`config.mk`:
```
export PLATFORM = sky130hd
export DESIGN_NAME = dcache_port_arbiter
export DESIGN_NICKNAME = d
export VERILOG_FILES = /design/src/rtl/dcache_port_arbiter.sv
export SDC_FILE = /design/constraint.sdc
export NUM_CORES = 1
export LEC_CHECK = 0
export CORE_UTILIZATION = 40
export CTS_CLUSTER_DIAMETER = 80
export DETAILED_ROUTE_END_ITERATION = 8
export GPL_TIMING_DRIVEN = 1
export PLACE_DENSITY = 0.79
export SYNTH_ARGS = -nofsm -noshare
export SYNTH_HDL_FRONTEND = slang
export SYNTH_SLANG_ARGS = --single-unit
```
`constraint.sdc`:
```
create_clock -name clk_i -period 2.2 [get_ports clk_i]
set_input_delay 0.22 -clock clk_i [delete_from_list [all_inputs] [get_ports clk_i]]
set_output_delay 0.22 -clock clk_i [all_outputs]
set_load 0.01 [all_outputs]
```
`src/rtl/dcache_port_arbiter.sv`:
```
// dcache_port_arbiter: shares the single D$ request port among NrPorts requesters and routes in-order responses back by ID.
// Latency: a request accepted in cycle N is presented to the cache in cycle N+1; responses route back combinationally (0 cycles).
// Backpressure: the held request is frozen while mem_req_ready_i is low; req_ready_o drops while it is stuck or MaxOutstanding are in flight.
// Option: define DCACHE_ARB_PORT0_PRIO_EN to give port 0 strict priority over a round-robin among the remaining ports.
module dcache_port_arbiter #(
   parameter int NrPorts        = 3,
   parameter int AddrWidth      = 32,
   parameter int DataWidth      = 32,
   parameter int MaxOutstanding = 4
) (
   input  logic                            clk_i,
   input  logic                            rst_ni,
   input  logic [NrPorts-1:0]              req_valid_i,
   output logic [NrPorts-1:0]              req_ready_o,
   input  logic [NrPorts*AddrWidth-1:0]    req_addr_i,
   input  logic [NrPorts-1:0]              req_we_i,
   input  logic [NrPorts*DataWidth-1:0]    req_wdata_i,
   input  logic [NrPorts*DataWidth/8-1:0]  req_be_i,
   output logic                            mem_req_valid_o,
   input  logic                            mem_req_ready_i,
   output logic [AddrWidth-1:0]            mem_addr_o,
   output logic                            mem_we_o,
   output logic [DataWidth-1:0]            mem_wdata_o,
   output logic [DataWidth/8-1:0]          mem_be_o,
   input  logic                            mem_rsp_valid_i,
   input  logic [DataWidth-1:0]            mem_rsp_rdata_i,
   output logic [NrPorts-1:0]              rsp_valid_o,
   output logic [DataWidth-1:0]            rsp_rdata_o,
   output logic                            spurious_rsp_o
);

   localparam int BeW  = DataWidth / 8;
   localparam int IdW  = $clog2(NrPorts);
   localparam int PtrW = $clog2(MaxOutstanding);
   localparam int CntW = PtrW + 1;

   // Output (cache request) register
   logic                 out_vld_q, out_vld_d;
   logic [AddrWidth-1:0] out_addr_q, out_addr_d;
   logic                 out_we_q, out_we_d;
   logic [DataWidth-1:0] out_wdata_q, out_wdata_d;
   logic [BeW-1:0]       out_be_q, out_be_d;
   logic [IdW-1:0]       out_id_q, out_id_d;

   // Arbitration pointer
   logic [IdW-1:0]       last_grant_q, last_grant_d;

   // In-order ID FIFO of requests already handed to the cache
   logic [MaxOutstanding-1:0][IdW-1:0] fifo_q, fifo_d;
   logic [PtrW-1:0]      wr_ptr_q, wr_ptr_d;
   logic [PtrW-1:0]      rd_ptr_q, rd_ptr_d;
   logic [CntW-1:0]      cnt_q, cnt_d;

   // Combinational control
   logic [CntW-1:0]      outstanding;
   logic                 can_accept;
   logic                 win_found;
   logic [IdW-1:0]       win_id;
   logic [AddrWidth-1:0] win_addr;
   logic                 win_we;
   logic [DataWidth-1:0] win_wdata;
   logic [BeW-1:0]       win_be;
   logic                 accept;
   logic                 push;
   logic                 pop;

   // Slot accounting uses registered state only; a same-cycle pop never frees a slot.
   assign outstanding = cnt_q + CntW'(out_vld_q);
   assign can_accept  = rst_ni && (!out_vld_q || mem_req_ready_i)
                        && (outstanding < CntW'(MaxOutstanding));
   assign accept      = win_found && can_accept;
   assign push        = out_vld_q && mem_req_ready_i;
   assign pop         = mem_rsp_valid_i && (cnt_q != '0);

   // Winner search starting after the last granted port; also muxes the winner's fields.
   always_comb begin
      int idx;
      idx       = 0;
      win_found = 1'b0;
      win_id    = '0;
      win_addr  = '0;
      win_we    = 1'b0;
      win_wdata = '0;
      win_be    = '0;
`ifdef DCACHE_ARB_PORT0_PRIO_EN
      if (req_valid_i[0]) begin
         win_found = 1'b1;
         win_id    = '0;
         win_addr  = req_addr_i[0 +: AddrWidth];
         win_we    = req_we_i[0];
         win_wdata = req_wdata_i[0 +: DataWidth];
         win_be    = req_be_i[0 +: BeW];
      end else begin
         // Ports 1..NrPorts-1 rotate among themselves; last_grant never points at port 0 here.
         for (int k = 1; k < NrPorts; k++) begin
            idx = ((int'(last_grant_q) - 1 + k) % (NrPorts - 1)) + 1;
            if (!win_found && req_valid_i[idx]) begin
               win_found = 1'b1;
               win_id    = IdW'(idx);
               win_addr  = req_addr_i[idx*AddrWidth +: AddrWidth];
               win_we    = req_we_i[idx];
               win_wdata = req_wdata_i[idx*DataWidth +: DataWidth];
               win_be    = req_be_i[idx*BeW +: BeW];
            end
         end
      end
`else
      for (int k = 1; k <= NrPorts; k++) begin
         idx = (int'(last_grant_q) + k) % NrPorts;
         if (!win_found && req_valid_i[idx]) begin
            win_found = 1'b1;
            win_id    = IdW'(idx);
            win_addr  = req_addr_i[idx*AddrWidth +: AddrWidth];
            win_we    = req_we_i[idx];
            win_wdata = req_wdata_i[idx*DataWidth +: DataWidth];
            win_be    = req_be_i[idx*BeW +: BeW];
         end
      end
`endif
   end

   // Only the winner sees ready, and only when a slot and the output register are free.
   always_comb begin
      req_ready_o = '0;
      if (win_found) begin
         req_ready_o[win_id] = can_accept;
      end
   end

   // Next state: load on accept, clear on handshake, push/pop the ID FIFO.
   always_comb begin
      out_vld_d    = out_vld_q;
      out_addr_d   = out_addr_q;
      out_we_d     = out_we_q;
      out_wdata_d  = out_wdata_q;
      out_be_d     = out_be_q;
      out_id_d     = out_id_q;
      last_grant_d = last_grant_q;
      fifo_d       = fifo_q;
      wr_ptr_d     = wr_ptr_q;
      rd_ptr_d     = rd_ptr_q;

      if (accept) begin
         out_vld_d   = 1'b1;
         out_addr_d  = win_addr;
         out_we_d    = win_we;
         out_wdata_d = win_wdata;
         out_be_d    = win_be;
         out_id_d    = win_id;
`ifdef DCACHE_ARB_PORT0_PRIO_EN
         if (win_id != '0) begin
            last_grant_d = win_id;
         end
`else
         last_grant_d = win_id;
`endif
      end else if (push) begin
         out_vld_d = 1'b0;
      end

      if (push) begin
         fifo_d[wr_ptr_q] = out_id_q;
         wr_ptr_d         = wr_ptr_q + 1'b1;
      end
      if (pop) begin
         rd_ptr_d = rd_ptr_q + 1'b1;
      end
      cnt_d = cnt_q + CntW'(push) - CntW'(pop);
   end

   // State registers; reset drops the held request and all outstanding IDs.
   always_ff @(posedge clk_i or negedge rst_ni) begin
      if (!rst_ni) begin
         out_vld_q    <= 1'b0;
         out_addr_q   <= '0;
         out_we_q     <= 1'b0;
         out_wdata_q  <= '0;
         out_be_q     <= '0;
         out_id_q     <= '0;
         last_grant_q <= IdW'(NrPorts - 1);
         fifo_q       <= '0;
         wr_ptr_q     <= '0;
         rd_ptr_q     <= '0;
         cnt_q        <= '0;
      end else begin
         out_vld_q    <= out_vld_d;
         out_addr_q   <= out_addr_d;
         out_we_q     <= out_we_d;
         out_wdata_q  <= out_wdata_d;
         out_be_q     <= out_be_d;
         out_id_q     <= out_id_d;
         last_grant_q <= last_grant_d;
         fifo_q       <= fifo_d;
         wr_ptr_q     <= wr_ptr_d;
         rd_ptr_q     <= rd_ptr_d;
         cnt_q        <= cnt_d;
      end
   end

   assign mem_req_valid_o = out_vld_q;
   assign mem_addr_o      = out_addr_q;
   assign mem_we_o        = out_we_q;
   assign mem_wdata_o     = out_wdata_q;
   assign mem_be_o        = out_be_q;

   // Response routing: one-hot strobe to the FIFO head owner in the same cycle.
   always_comb begin
      rsp_valid_o = '0;
      if (pop) begin
         rsp_valid_o[fifo_q[rd_ptr_q]] = 1'b1;
      end
   end

   assign rsp_rdata_o    = mem_rsp_rdata_i;
   // Judged on the registered count, so a response racing the first push is still spurious.
   assign spurious_rsp_o = rst_ni && mem_rsp_valid_i && (cnt_q == '0);

endmodule

```
==> insert_results.sql, run 1 <==
INSERT INTO impl_metrics (metric_group, metric, value, unit) VALUES
('synth', 'syn-cell-area', '9790', 'µm²'),
('setup_path', 'critPathTopFamily', 'flip-flops', ''),
('clock_tree', 'ctsLongestPathBuffers', '2', ''),
('setup_path', 'timing.critical_path.slowest_stage_cell', 'sky130_fd_sc_hd__dfstp_2', ''),
('sta', 'final.period_utilization', '116', '%'),
('synth', 'synth.net_count', '1533', ''),
('sta', 'timing.final.ws_setup', '-0.342', 'ns'),
('sta', 'max_slew_margin', '54.7', '%'),
('die', 'die_height', '158', 'µm'),
('sta', 'worst_pin_slew', '0.680', 'ns'),
('finish', 'antenna_cells', '0', ''),
('synth', 'fraction_of_the_mapped_netlist_area_in_simple_logic_gates', '13.6', '%'),
('clock_tree', 'worstSkewPairLatency', '0.35', 'ns'),
('synth', 'synth-adder-area-share', '1.99', '%'),
('synth', 'synth-edff-count', '0', ''),
('synth', 'synthFlopType', 'sky130_fd_sc_hd__dfrtp_1', ''),
('clock_tree', 'path_clk_slew', '0.07', 'ns'),
('min_path', 'timing.hold.worst.class', 'in -> async', ''),
('clock_tree', 'tritoncts', 'done', ''),
('route', 'routed_via_density', '6.04', ''),
('global_routing', 'number_of_global_route_vias_before_repair', '10800', ''),
('setup_path', 'buf_inv_stages_crit_path', '3', ''),
('setup_path', 'critical_path_source_type', 'register', ''),
('synth', 'synth_compound_area_share', '30.1', '%'),
('die', 'num_io_pins', '355', ''),
('sta', 'fmax', '393', 'MHz'),
('pwr', 'cellLeakagePower', '5.27', 'nW'),
('route', 'initialDrtViolationCount', '906', ''),
('global_routing', 'largest_net_degree_at_the_start_of_global_routing', '72', ''),
('clock_tree', 'clkSinkCount', '88', ''),
('pwr', 'power-per-cell-area', '1650', 'nW/µm²'),
('run_status', 'violated_checks', 'negative setup slack', ''),
('setup_path', 'max_stage_delay', '0.55', 'ns'),
('global_routing', 'leftover_overflow_at_the_end_of_global_routing', '0', ''),
('route', 'routed-via-count', '11200', ''),
('setup_path', 'timing_worst_setup_path_type', 'reg -> out', ''),
('flow_run', 'cap_viol_max_count', '0', ''),
('clock_tree', 'clock_tree.htree_level_count', '3', ''),
('sta', 'whs', '0.00830', 'ns'),
('synth', 'synthesis.area_per_instance', '7.70', 'µm²'),
('clock_tree', 'cts_buffers', '9', ''),
('sta', 'post-route-min-period', '2.54', 'ns'),
('sta', 'final_max_slew_viol_count', '0', ''),
('setup_path', 'cp-end-kind', 'primary output', ''),
('synth', 'synth_top_cell_area_share', '22.2', '%'),
('route', 'dr.pass1.iters', '5', ''),
('route', 'wirelength', '37.8', 'mm'),
('synth', 'dominant_cell_type_by_area_after_synthesis', 'sky130_fd_sc_hd__dfrtp_1', ''),
('sta', 'fin_worst_skew', '0.0108', 'ns'),
('global_routing', 'antenna_violations_before_repair', '1', ''),
('synth', 'synth_mux_area_share', '21.9', '%'),
('synth', 'synth.top_cells.by_area', 'sky130_fd_sc_hd__dfrtp_1, sky130_fd_sc_hd__mux2i_1, sky130_fd_sc_hd__o21ai_0', ''),
('setup_path', 'chain_of_cells_forming_the_critical_path', 'buf_6 -> ha_4 -> nor2_4 -> buf_4 -> a21oi_4 -> o221a_4 -> nand2_8 -> nor3b_2 -> buf_2', ''),
('run_status', 'status', 'complete, but fails checks', ''),
('setup_path', 'arrival', '2.32', 'ns'),
('finish', 'post_route_cells_drive_above_1_share', '14.5', '%'),
('route', 'ant_nets', '0', ''),
('global_routing', 'grt_first_pass_wirelength', '55.4', 'mm'),
('route', 'routedWlPerCell', '20.5', 'µm'),
('synth', 'synth_top_family_by_area', 'compound AO/OA/AOI/OAI gates', ''),
('place', 'hpwl', '23.9', 'mm'),
('finish', 'fillers', '2008', ''),
('synth', 'synth_async_sr_flop_share', '100', '%'),
('sta', 'grt_setup_unrepaired', 'true', ''),
('finish', 'area_growth_synth_to_finish', '46.0', '%'),
('sta', 'setup_viol_count_final', '74', ''),
('finish', 'final_nets', '1783', ''),
('synth', 'synth.lib_cells_used.distinct', '48', ''),
('synth', 'yosysWarnings', '0', ''),
('place', 'pre_cts_setup_slack', '-0.513', 'ns'),
('setup_path', 'critical_path.max_fanout', '6', '');
cell type report:
cell class                      instances  area, µm²  area share, %
Timing Repair Buffer                  395       4300           30.1
Sequential cell                        88       2210           15.4
Tap cell                              319        399           2.79
Clock inverter                          6       72.6          0.507
Multi-Input combinational cell       1013       7030           49.1
Clock buffer                           10        239           1.67
Inverter                               15       57.6          0.402
layout by cell type, fill, tap and decap left out, drive strengths merged, types with 3 or more instances in the layout:
cell,instances
nand3,8
buf,98
nand2b,4
bufbuf,4
o21ai,265
mux2i,209
o221ai,48
nor3b,3
nor3,3
clkinv,3
inv,17
nand2,292
dfrtp,87
nor2,10
a21oi,30
a31oi,24
a22oi,69
dlygate4sd2,3
ha,14
nor2b,3
clkbuf,17
clkdlybuf4s50,283
xnor2,5
where the power goes:
part           internal, mW  switching, mW  total, mW
sequential             2.48          0.644       3.12
clock                 0.930          0.739       1.67
combinational          8.39           10.4       18.8
total                  11.8           11.8       23.6
registers in the layout, summed over array words and instances (netlist names):
signal / cells
cnt_q: 3
fifo_q: 8
last_grant_q: 1
mem_addr_o: 32
mem_be_o: 4
mem_req_valid_o: 1
mem_wdata_o: 32
mem_we_o: 1
out_id_q: 2
rd_ptr_q: 2
wr_ptr_q: 2
timing repair:
action                     in CTS  in global routing
gates cloned                    6                  9
pin swaps                      10                 10
setup endpoints to repair      80                 77
gates resized for setup        60                 32
buffers inserted               10                  8
cells by family (layout without fill, tap and decap cells):
group / count (synthesis) / after routing
AND/OR/NAND/NOR: 332 / 332
AO/OA/AOI/OAI: 448 / 448
adder cells (fa/ha/maj): 15 / 15
flip-flops: 88 / 88
XOR/XNOR: 6 / 6
buffers and inverters: 171 / 426
multiplexers: 212 / 212
per-stage QoR:
stage	cells	utilization (%)	instance area [µm²]	TNS, ns
floorplan	1272	-	9830	-2.16
global placement	1798	55.1	13100	-24.27
detailed placement	1798	55.1	13100	-30.50
CTS	1830	58.5	13900	-15.19
global route	1846	60.2	14300	-23.74
finish	1846	60.2	14300	-17.56
path summary, 6_finish.rpt:
path	startpoint	to	slack, ns
setup / recovery	last_grant_q[1]$_DFFE_PN1P_	req_ready_o[0]	-0.34
hold / removal	rst_ni	out_id_q[1]$_DFFE_PN0P_	0.008
setup reg to reg	last_grant_q[1]$_DFFE_PN1P_	mem_wdata_o[16]$_DFFE_PN0P_	-0.29
hold reg to reg	fifo_q[1]$_DFFE_PN0P_	fifo_q[1]$_DFFE_PN0P_	0.49
max in group asynchronous	rst_ni	rd_ptr_q[0]$_DFFE_PN0P_	1.00
min in group clk_i	mem_rsp_rdata_i[12]	rsp_rdata_o[12]	0.44
routing by layer:
layer | part of all wire (%) | vias up | global-route usage (%)
li1 | - | 5097 | -
met1 | 40 | 5299 | 34.9
met2 | 48 | 665 | 47.5
met3 | 9.1 | 90 | 4.87
met4 | 2.7 | 2 | 12.6
met5 | 0.034 | - | 0
No activity file was read; power rests on OpenSTA's default activity.
==> inputs of run 2 (changes only) <==
ABC_CLOCK_PERIOD_IN_PS = 2200   (was default)
RECOVER_POWER = 100   (was default)
==> insert_results.sql, run 2 (synthesized netlist as in run 1, its figures left out) <==
INSERT INTO impl_metrics (metric_group, metric, value, unit) VALUES
('route', 'wirelength', '37.8', 'mm'),
('pwr', 'cellLeakagePower', '5.37', 'nW'),
('finish', 'final_nets', '1783', ''),
('die', 'die_height', '158', 'µm'),
('sta', 'grt_setup_unrepaired', 'true', ''),
('run_status', 'violated_checks', 'negative setup slack', ''),
('global_routing', 'leftover_overflow_at_the_end_of_global_routing', '0', ''),
('die', 'start_util', '41.2', '%'),
('clock_tree', 'clkSinkCount', '88', ''),
('clock_tree', 'ctsLongestPathBuffers', '2', ''),
('finish', 'final-seq-area', '2200', 'µm²'),
('place', 'globalplace.congestion', '0.859', ''),
('pwr', 'seq_power_share', '13.2', '%'),
('setup_path', 'chain_of_cells_forming_the_critical_path', 'buf_6 -> ha_4 -> nor2_4 -> buf_4 -> a21oi_4 -> o221a_4 -> nand2_8 -> nor3b_2 -> buf_2', ''),
('setup_path', 'timing_worst_setup_path_type', 'reg -> out', ''),
('sta', 'final.period_utilization', '115', '%'),
('finish', 'area_of_combinational_cells_with_multiple_inputs', '7010', 'µm²'),
('place', 'placed_area', '13100', 'µm²'),
('finish', 'antenna_cells', '0', ''),
('global_routing', 'grt_usage', '28.1', '%'),
('sta', 'timing.final.ws_setup', '-0.333', 'ns'),
('clock_tree', 'clock_tree.htree_level_count', '3', ''),
('setup_path', 'critical_path.max_fanout', '6', ''),
('sta', 'timing.final.hold_violations', '0', ''),
('min_path', 'timing.hold.worst.class', 'in -> async', ''),
('flow_run', 'cap_viol_max_count', '0', ''),
('setup_path', 'arrival', '2.31', 'ns'),
('route', 'routedWlPerCell', '20.5', 'µm'),
('sta', 'final_max_slew_viol_count', '0', ''),
('setup_path', 'cp-end-kind', 'primary output', ''),
('clock_tree', 'cts_buffers', '9', ''),
('clock_tree', 'cts_root_buffer', 'sky130_fd_sc_hd__clkbuf_16', ''),
('die', 'die_width', '158', 'µm'),
('die', 'die-area', '25100', 'µm²'),
('pwr', 'power.switching_fraction', '50.4', '%'),
('global_routing', 'number_of_global_route_vias_before_repair', '10800', ''),
('place', 'hpwl', '23.9', 'mm'),
('finish', 'most-common-layout-cells', 'sky130_fd_sc_hd__nand2_1, sky130_fd_sc_hd__o21ai_0, sky130_fd_sc_hd__clkdlybuf4s50_1, sky130_fd_sc_hd__mux2i_1, sky130_fd_sc_hd__dfrtp_1', ''),
('setup_path', 'timing.critical_path.slowest_stage_cell', 'sky130_fd_sc_hd__dfstp_2', ''),
('setup_path', 'max_stage_delay', '0.55', 'ns'),
('run_status', 'status', 'complete, but fails checks', ''),
('sta', 'fin_worst_skew', '0.0109', 'ns'),
('finish', 'fillers', '2016', ''),
('sta', 'worst_pin_slew', '1.18', 'ns'),
('setup_path', 'critical_path_source_type', 'register', ''),
('sta', 'post-route-min-period', '2.53', 'ns'),
('sta', 'whs', '0.259', 'ns'),
('finish', 'leading_cell_type_in_the_layout_fill_and_taps_excluded', 'sky130_fd_sc_hd__nand2_1', ''),
('route', 'initialDrtViolationCount', '924', ''),
('sta', 'fin_tns_setup', '-17.42', 'ns'),
('route', 'dr.pass1.iters', '7', ''),
('pwr', 'clock_power_share', '7.2', '%'),
('pwr', 'cellInternalPower', '11.5', 'mW'),
('die', 'placement_rows', '56', ''),
('clock_tree', 'tritoncts', 'done', ''),
('route', 'ant_nets', '0', ''),
('place', 'dp_cells', '1798', ''),
('die', 'num_io_pins', '355', ''),
('place', 'port-buffer-count', '290', ''),
('sta', 'setup_viol_count_final', '75', ''),
('global_routing', 'largest_net_degree_at_the_start_of_global_routing', '72', ''),
('finish', 'post_route_cells_drive_above_1_share', '14.1', '%'),
('finish', 'finalInstanceArea', '14300', 'µm²'),
('die', 'core_area', '23800', 'µm²'),
('route', 'routed_via_density', '6.03', ''),
('global_routing', 'grt_first_pass_wirelength', '55.4', 'mm'),
('finish', 'final-instance-count-excl-fill', '1846', ''),
('sta', 'max_slew_margin', '21.5', '%'),
('route', 'routed-via-count', '11100', ''),
('setup_path', 'cp_data_required_time', '1.98', 'ns'),
('pwr', 'power.switching', '11.7', 'mW'),
('pwr', 'vdd.ir_drop.worst', '0.000966', 'V'),
('clock_tree', 'worstSkewPairLatency', '0.35', 'ns'),
('global_routing', 'antenna_violations_before_repair', '1', ''),
('route', 'drc', '0', ''),
('finish', 'area_growth_synth_to_finish', '45.7', '%'),
('sta', 'fmax', '395', 'MHz'),
('clock_tree', 'path_clk_slew', '0.07', 'ns'),
('pwr', 'power-per-cell-area', '1630', 'nW/µm²'),
('pwr', 'share_of_power_burned_in_combinational_logic', '79.6', '%');
## run 2: cell count changes in the layout (fill, tap and decap cells not counted), moves of 2 or more
cell,previous run,this run
sky130_fd_sc_hd__clkdlybuf4s50_1,283,213
sky130_fd_sc_hd__dlygate4sd3_1,0,70
sky130_fd_sc_hd__clkbuf_1,0,2
sky130_fd_sc_hd__buf_4,58,54
## run 2: power groups by stage
| stage | Sequential, mW | Clock, mW | Combinational [mW] |
|---|---|---|---|
| 2_1_floorplan | 3.23 | 0 | 10.3 |
| 6_report | 3.07 | 1.67 | 18.5 |
| 3_3_place_gp | 3.09 | 0 | 15.9 |
| 3_5_place_dp | 3.07 | 0 | 16.3 |
| 4_1_cts | 3.10 | 1.69 | 17.5 |
| 5_1_grt | 3.16 | 1.75 | 19.8 |
## run 2: final timing paths
kind | start | to | slack [ns] | depth (start not counted)
max | last_grant_q[1]$_DFFE_PN1P_ | req_ready_o[0] | -0.33 | 9
min | rst_ni | mem_addr_o[3]$_DFFE_PN0P_ | 0.26 | 2
max reg2reg | last_grant_q[1]$_DFFE_PN1P_ | mem_wdata_o[16]$_DFFE_PN0P_ | -0.30 | 11
min reg2reg | fifo_q[5]$_DFFE_PN0P_ | fifo_q[5]$_DFFE_PN0P_ | 0.49 | 2
max in group asynchronous | rst_ni | cnt_q[2]$_DFF_PN0_ | 0.45 | 3
min in group clk_i | mem_rsp_rdata_i[24] | rsp_rdata_o[24] | 0.44 | 0
## run 2: what timing repair did
item,4_1_cts,5_1_grt
endpoints found under the setup margin,80,77
gates cloned,6,9
hold buffers,0,0
gates resized for setup,60,32
buffers inserted,10,8
pin swaps,10,10
## run 2: per-layer routing
layer	GRT usage, %	routed length [µm]	up-vias
li1	-	-	5083
met1	34.9	15300	5316
met2	47.5	18300	628
met3	4.87	3170	99
met4	12.6	1100	2
met5	0	13	-
## run 2: area by class of cell
type | instances | share of cell area (%)
multi-input combinational | 1013 | 49.1
timing repair buffer | 395 | 30.1
sequential | 88 | 15.4
tap | 319 | 2.80
clock buffer | 10 | 1.67
clock inverter | 6 | 0.509
inverter | 15 | 0.403
## run 2: through the flow
stage | total power [mW] | util [%] | worst slack, ns
floorplan | 13.5 | - | -0.0550
global placement | 18.9 | 55.1 | -0.365
detailed placement | 19.4 | 55.1 | -0.513
CTS | 22.3 | 58.5 | -0.254
global route | 24.7 | 60.1 | -0.401
finish | 23.3 | 60.1 | -0.333
## run 2: critical path: cells and delay by family (launching register included)
family / cells / cell delay (ns)
flops: 1 / 0.55
compound gates: 2 / 0.45
buf+inv: 3 / 0.44
simple gates: 3 / 0.34
fa+ha+maj: 1 / 0.18
==> inputs of run 3 (changes only) <==
HOLD_SLACK_MARGIN = 0.08   (was default)
==> insert_results.sql, run 3 (synthesized netlist as in run 1, its figures left out) <==
INSERT INTO impl_metrics (metric_group, metric, value, unit) VALUES
('die', 'die-area', '25100', 'µm²'),
('place', 'globalplace.congestion', '0.859', ''),
('die', 'die_width', '158', 'µm'),
('finish', 'final_nets', '1784', ''),
('finish', 'post_route_cells_drive_above_1_share', '14.1', '%'),
('route', 'ant_nets', '0', ''),
('clock_tree', 'ctsLongestPathBuffers', '2', ''),
('die', 'num_io_pins', '355', ''),
('place', 'port-buffer-count', '290', ''),
('clock_tree', 'cts_buffers', '9', ''),
('pwr', 'seq_power_share', '13.2', '%'),
('setup_path', 'critical_path.max_fanout', '6', ''),
('pwr', 'cellInternalPower', '11.5', 'mW'),
('finish', 'area_growth_synth_to_finish', '45.8', '%'),
('setup_path', 'timing_worst_setup_path_type', 'reg -> out', ''),
('sta', 'final.period_utilization', '115', '%'),
('sta', 'worst_pin_slew', '1.19', 'ns'),
('die', 'start_util', '41.2', '%'),
('run_status', 'violated_checks', 'negative setup slack', ''),
('flow_run', 'cap_viol_max_count', '0', ''),
('place', 'placed_area', '13100', 'µm²'),
('clock_tree', 'clock_tree.htree_level_count', '3', ''),
('clock_tree', 'clkSinkCount', '88', ''),
('setup_path', 'ff2ff_setup_slack', '-0.31', 'ns'),
('finish', 'final-instance-count-excl-fill', '1847', ''),
('sta', 'grt_setup_unrepaired', 'true', ''),
('pwr', 'share_of_power_burned_in_combinational_logic', '79.6', '%'),
('setup_path', 'max_stage_delay', '0.55', 'ns'),
('pwr', 'power.switching_fraction', '50.4', '%'),
('pwr', 'power.switching', '11.7', 'mW'),
('pwr', 'cellLeakagePower', '5.38', 'nW'),
('min_path', 'hp-start', 'mem_rsp_rdata_i[24]', ''),
('global_routing', 'leftover_overflow_at_the_end_of_global_routing', '0', ''),
('sta', 'fmax', '395', 'MHz'),
('run_status', 'status', 'complete, but fails checks', ''),
('finish', 'antenna_cells', '0', ''),
('finish', 'finish.utilization', '60.1', '%'),
('route', 'routedWlPerCell', '20.4', 'µm'),
('setup_path', 'arrival', '2.31', 'ns'),
('global_routing', 'grt_first_pass_wirelength', '55.4', 'mm'),
('pwr', 'power.total', '23.3', 'mW'),
('global_routing', 'antenna_violations_before_repair', '1', ''),
('finish', 'finalInstanceArea', '14300', 'µm²'),
('global_routing', 'number_of_global_route_vias_before_repair', '10800', ''),
('setup_path', 'depth_of_the_worst_register_to_register_path', '11', ''),
('sta', 'setup_viol_count_final', '75', ''),
('clock_tree', 'tritoncts', 'done', ''),
('finish', 'most-common-layout-cells', 'sky130_fd_sc_hd__nand2_1, sky130_fd_sc_hd__o21ai_0, sky130_fd_sc_hd__clkdlybuf4s50_1, sky130_fd_sc_hd__mux2i_1, sky130_fd_sc_hd__dfrtp_1', ''),
('die', 'die_height', '158', 'µm'),
('clock_tree', 'path_clk_slew', '0.06', 'ns'),
('sta', 'final_max_slew_viol_count', '0', ''),
('sta', 'timing.final.hold_violations', '0', ''),
('die', 'core_area', '23800', 'µm²'),
('global_routing', 'grt_usage', '28.1', '%'),
('finish', 'leading_cell_type_in_the_layout_fill_and_taps_excluded', 'sky130_fd_sc_hd__nand2_1', ''),
('min_path', 'min_delay_path_depth', '0', ''),
('place', 'dp_cells', '1798', ''),
('place', 'hpwl', '23.9', 'mm'),
('sta', 'fin_worst_skew', '0.0117', 'ns'),
('route', 'drc', '0', ''),
('setup_path', 'critical_path_source_type', 'register', ''),
('setup_path', 'cp-end-kind', 'primary output', ''),
('route', 'routed_via_density', '6.01', ''),
('clock_tree', 'cts_root_buffer', 'sky130_fd_sc_hd__clkbuf_16', ''),
('global_routing', 'largest_net_degree_at_the_start_of_global_routing', '72', ''),
('setup_path', 'cp_data_required_time', '1.98', 'ns'),
('route', 'routed-via-count', '11100', ''),
('min_path', 'timing.hold.worst.class', 'in -> out', ''),
('clock_tree', 'worstSkewPairLatency', '0.35', 'ns'),
('route', 'initialDrtViolationCount', '859', ''),
('sta', 'whs', '0.440', 'ns'),
('route', 'wirelength', '37.7', 'mm'),
('die', 'placement_rows', '56', ''),
('setup_path', 'critical_path.reg2reg.endpoint', 'mem_wdata_o[16]$_DFFE_PN0P_', ''),
('min_path', 'worstHoldEndpoint', 'rsp_rdata_o[24]', ''),
('setup_path', 'chain_of_cells_forming_the_critical_path', 'buf_6 -> ha_4 -> nor2_4 -> buf_4 -> a21oi_4 -> o221a_4 -> nand2_8 -> nor3b_2 -> buf_2', ''),
('route', 'dr.pass1.iters', '5', ''),
('sta', 'max_slew_margin', '20.8', '%'),
('sta', 'post-route-min-period', '2.53', 'ns'),
('pwr', 'vdd.ir_drop.worst', '0.000974', 'V'),
('setup_path', 'r2r-start', 'last_grant_q[1]$_DFFE_PN1P_', ''),
('pwr', 'power-per-cell-area', '1630', 'nW/µm²'),
('pwr', 'clock_power_share', '7.2', '%'),
('sta', 'timing.final.ws_setup', '-0.333', 'ns'),
('setup_path', 'timing.critical_path.slowest_stage_cell', 'sky130_fd_sc_hd__dfstp_2', '');
==> run 3: cell count changes in the layout (fill, tap and decap cells not counted), sizes merged <==
cell         change
buf              +1
clkbuf           -1
dlygate4sd3      +1
==> run 3: worst max-delay path by stage <==
stage                                start                     endpoint  slack (ns)
4_1_cts        last_grant_q[1]$_DFFE_PN1P_               req_ready_o[2]       -0.25
3_5_place_dp   last_grant_q[1]$_DFFE_PN1P_  mem_wdata_o[17]$_DFFE_PN0P_       -0.51
3_3_place_gp   last_grant_q[1]$_DFFE_PN1P_               req_ready_o[1]       -0.37
6_report       last_grant_q[1]$_DFFE_PN1P_               req_ready_o[0]       -0.33
5_1_grt        last_grant_q[1]$_DFFE_PN1P_               req_ready_o[0]       -0.40
2_1_floorplan  last_grant_q[1]$_DFFE_PN1P_    mem_addr_o[1]$_DFFE_PN0P_       -0.05
==> run 3: power groups by stage <==
stage / logic, mW / registers (mW) / clock network, mW
floorplan: 10.3 / 3.23 / 0
detailed placement: 16.3 / 3.07 / 0
CTS: 17.5 / 3.10 / 1.69
global route: 19.8 / 3.16 / 1.75
global placement: 15.9 / 3.09 / 0
finish: 18.5 / 3.07 / 1.67
==> run 3: worst max-delay path, delay by kind of cell (launching register included) <==
| kind | cells | cell delay, ns |
|---|---|---|
| flops | 1 | 0.55 |
| compound gates | 2 | 0.45 |
| buf+inv | 3 | 0.44 |
| simple gates | 3 | 0.34 |
| fa+ha+maj | 1 | 0.18 |
==> run 3: per-stage QoR <==
stage	setup TNS (ns)	setup slack, ns
3_5_place_dp	-30.50	-0.513
4_1_cts	-15.19	-0.254
3_3_place_gp	-24.27	-0.365
6_report	-17.33	-0.333
5_1_grt	-31.33	-0.401
2_1_floorplan	-2.16	-0.0550
==> run 3: final cells by class <==
type,instances,area (µm²)
multi-input cells,1013,7010
flip-flops and latches,88,2200
well taps,319,399
fillers,2015,9470
clock inverters,6,72.6
repair buffers,396,4300
inverters,15,57.6
clock buffers,10,239
==> run 3: layer usage <==
layer  share of wire (%)  GRT usage, %
met5               0.034             0
met4                 2.9          12.6
met3                 8.7          4.87
met2                  49          47.5
met1                  40          34.9
==> run 3: repair_timing <==
action	in CTS	in global routing
gates cloned	6	9
pin swaps	10	10
resized for setup	60	32
endpoints found under the hold margin	38	0
setup endpoints to repair	80	77
hold buffers	1	0
buffers inserted	10	8
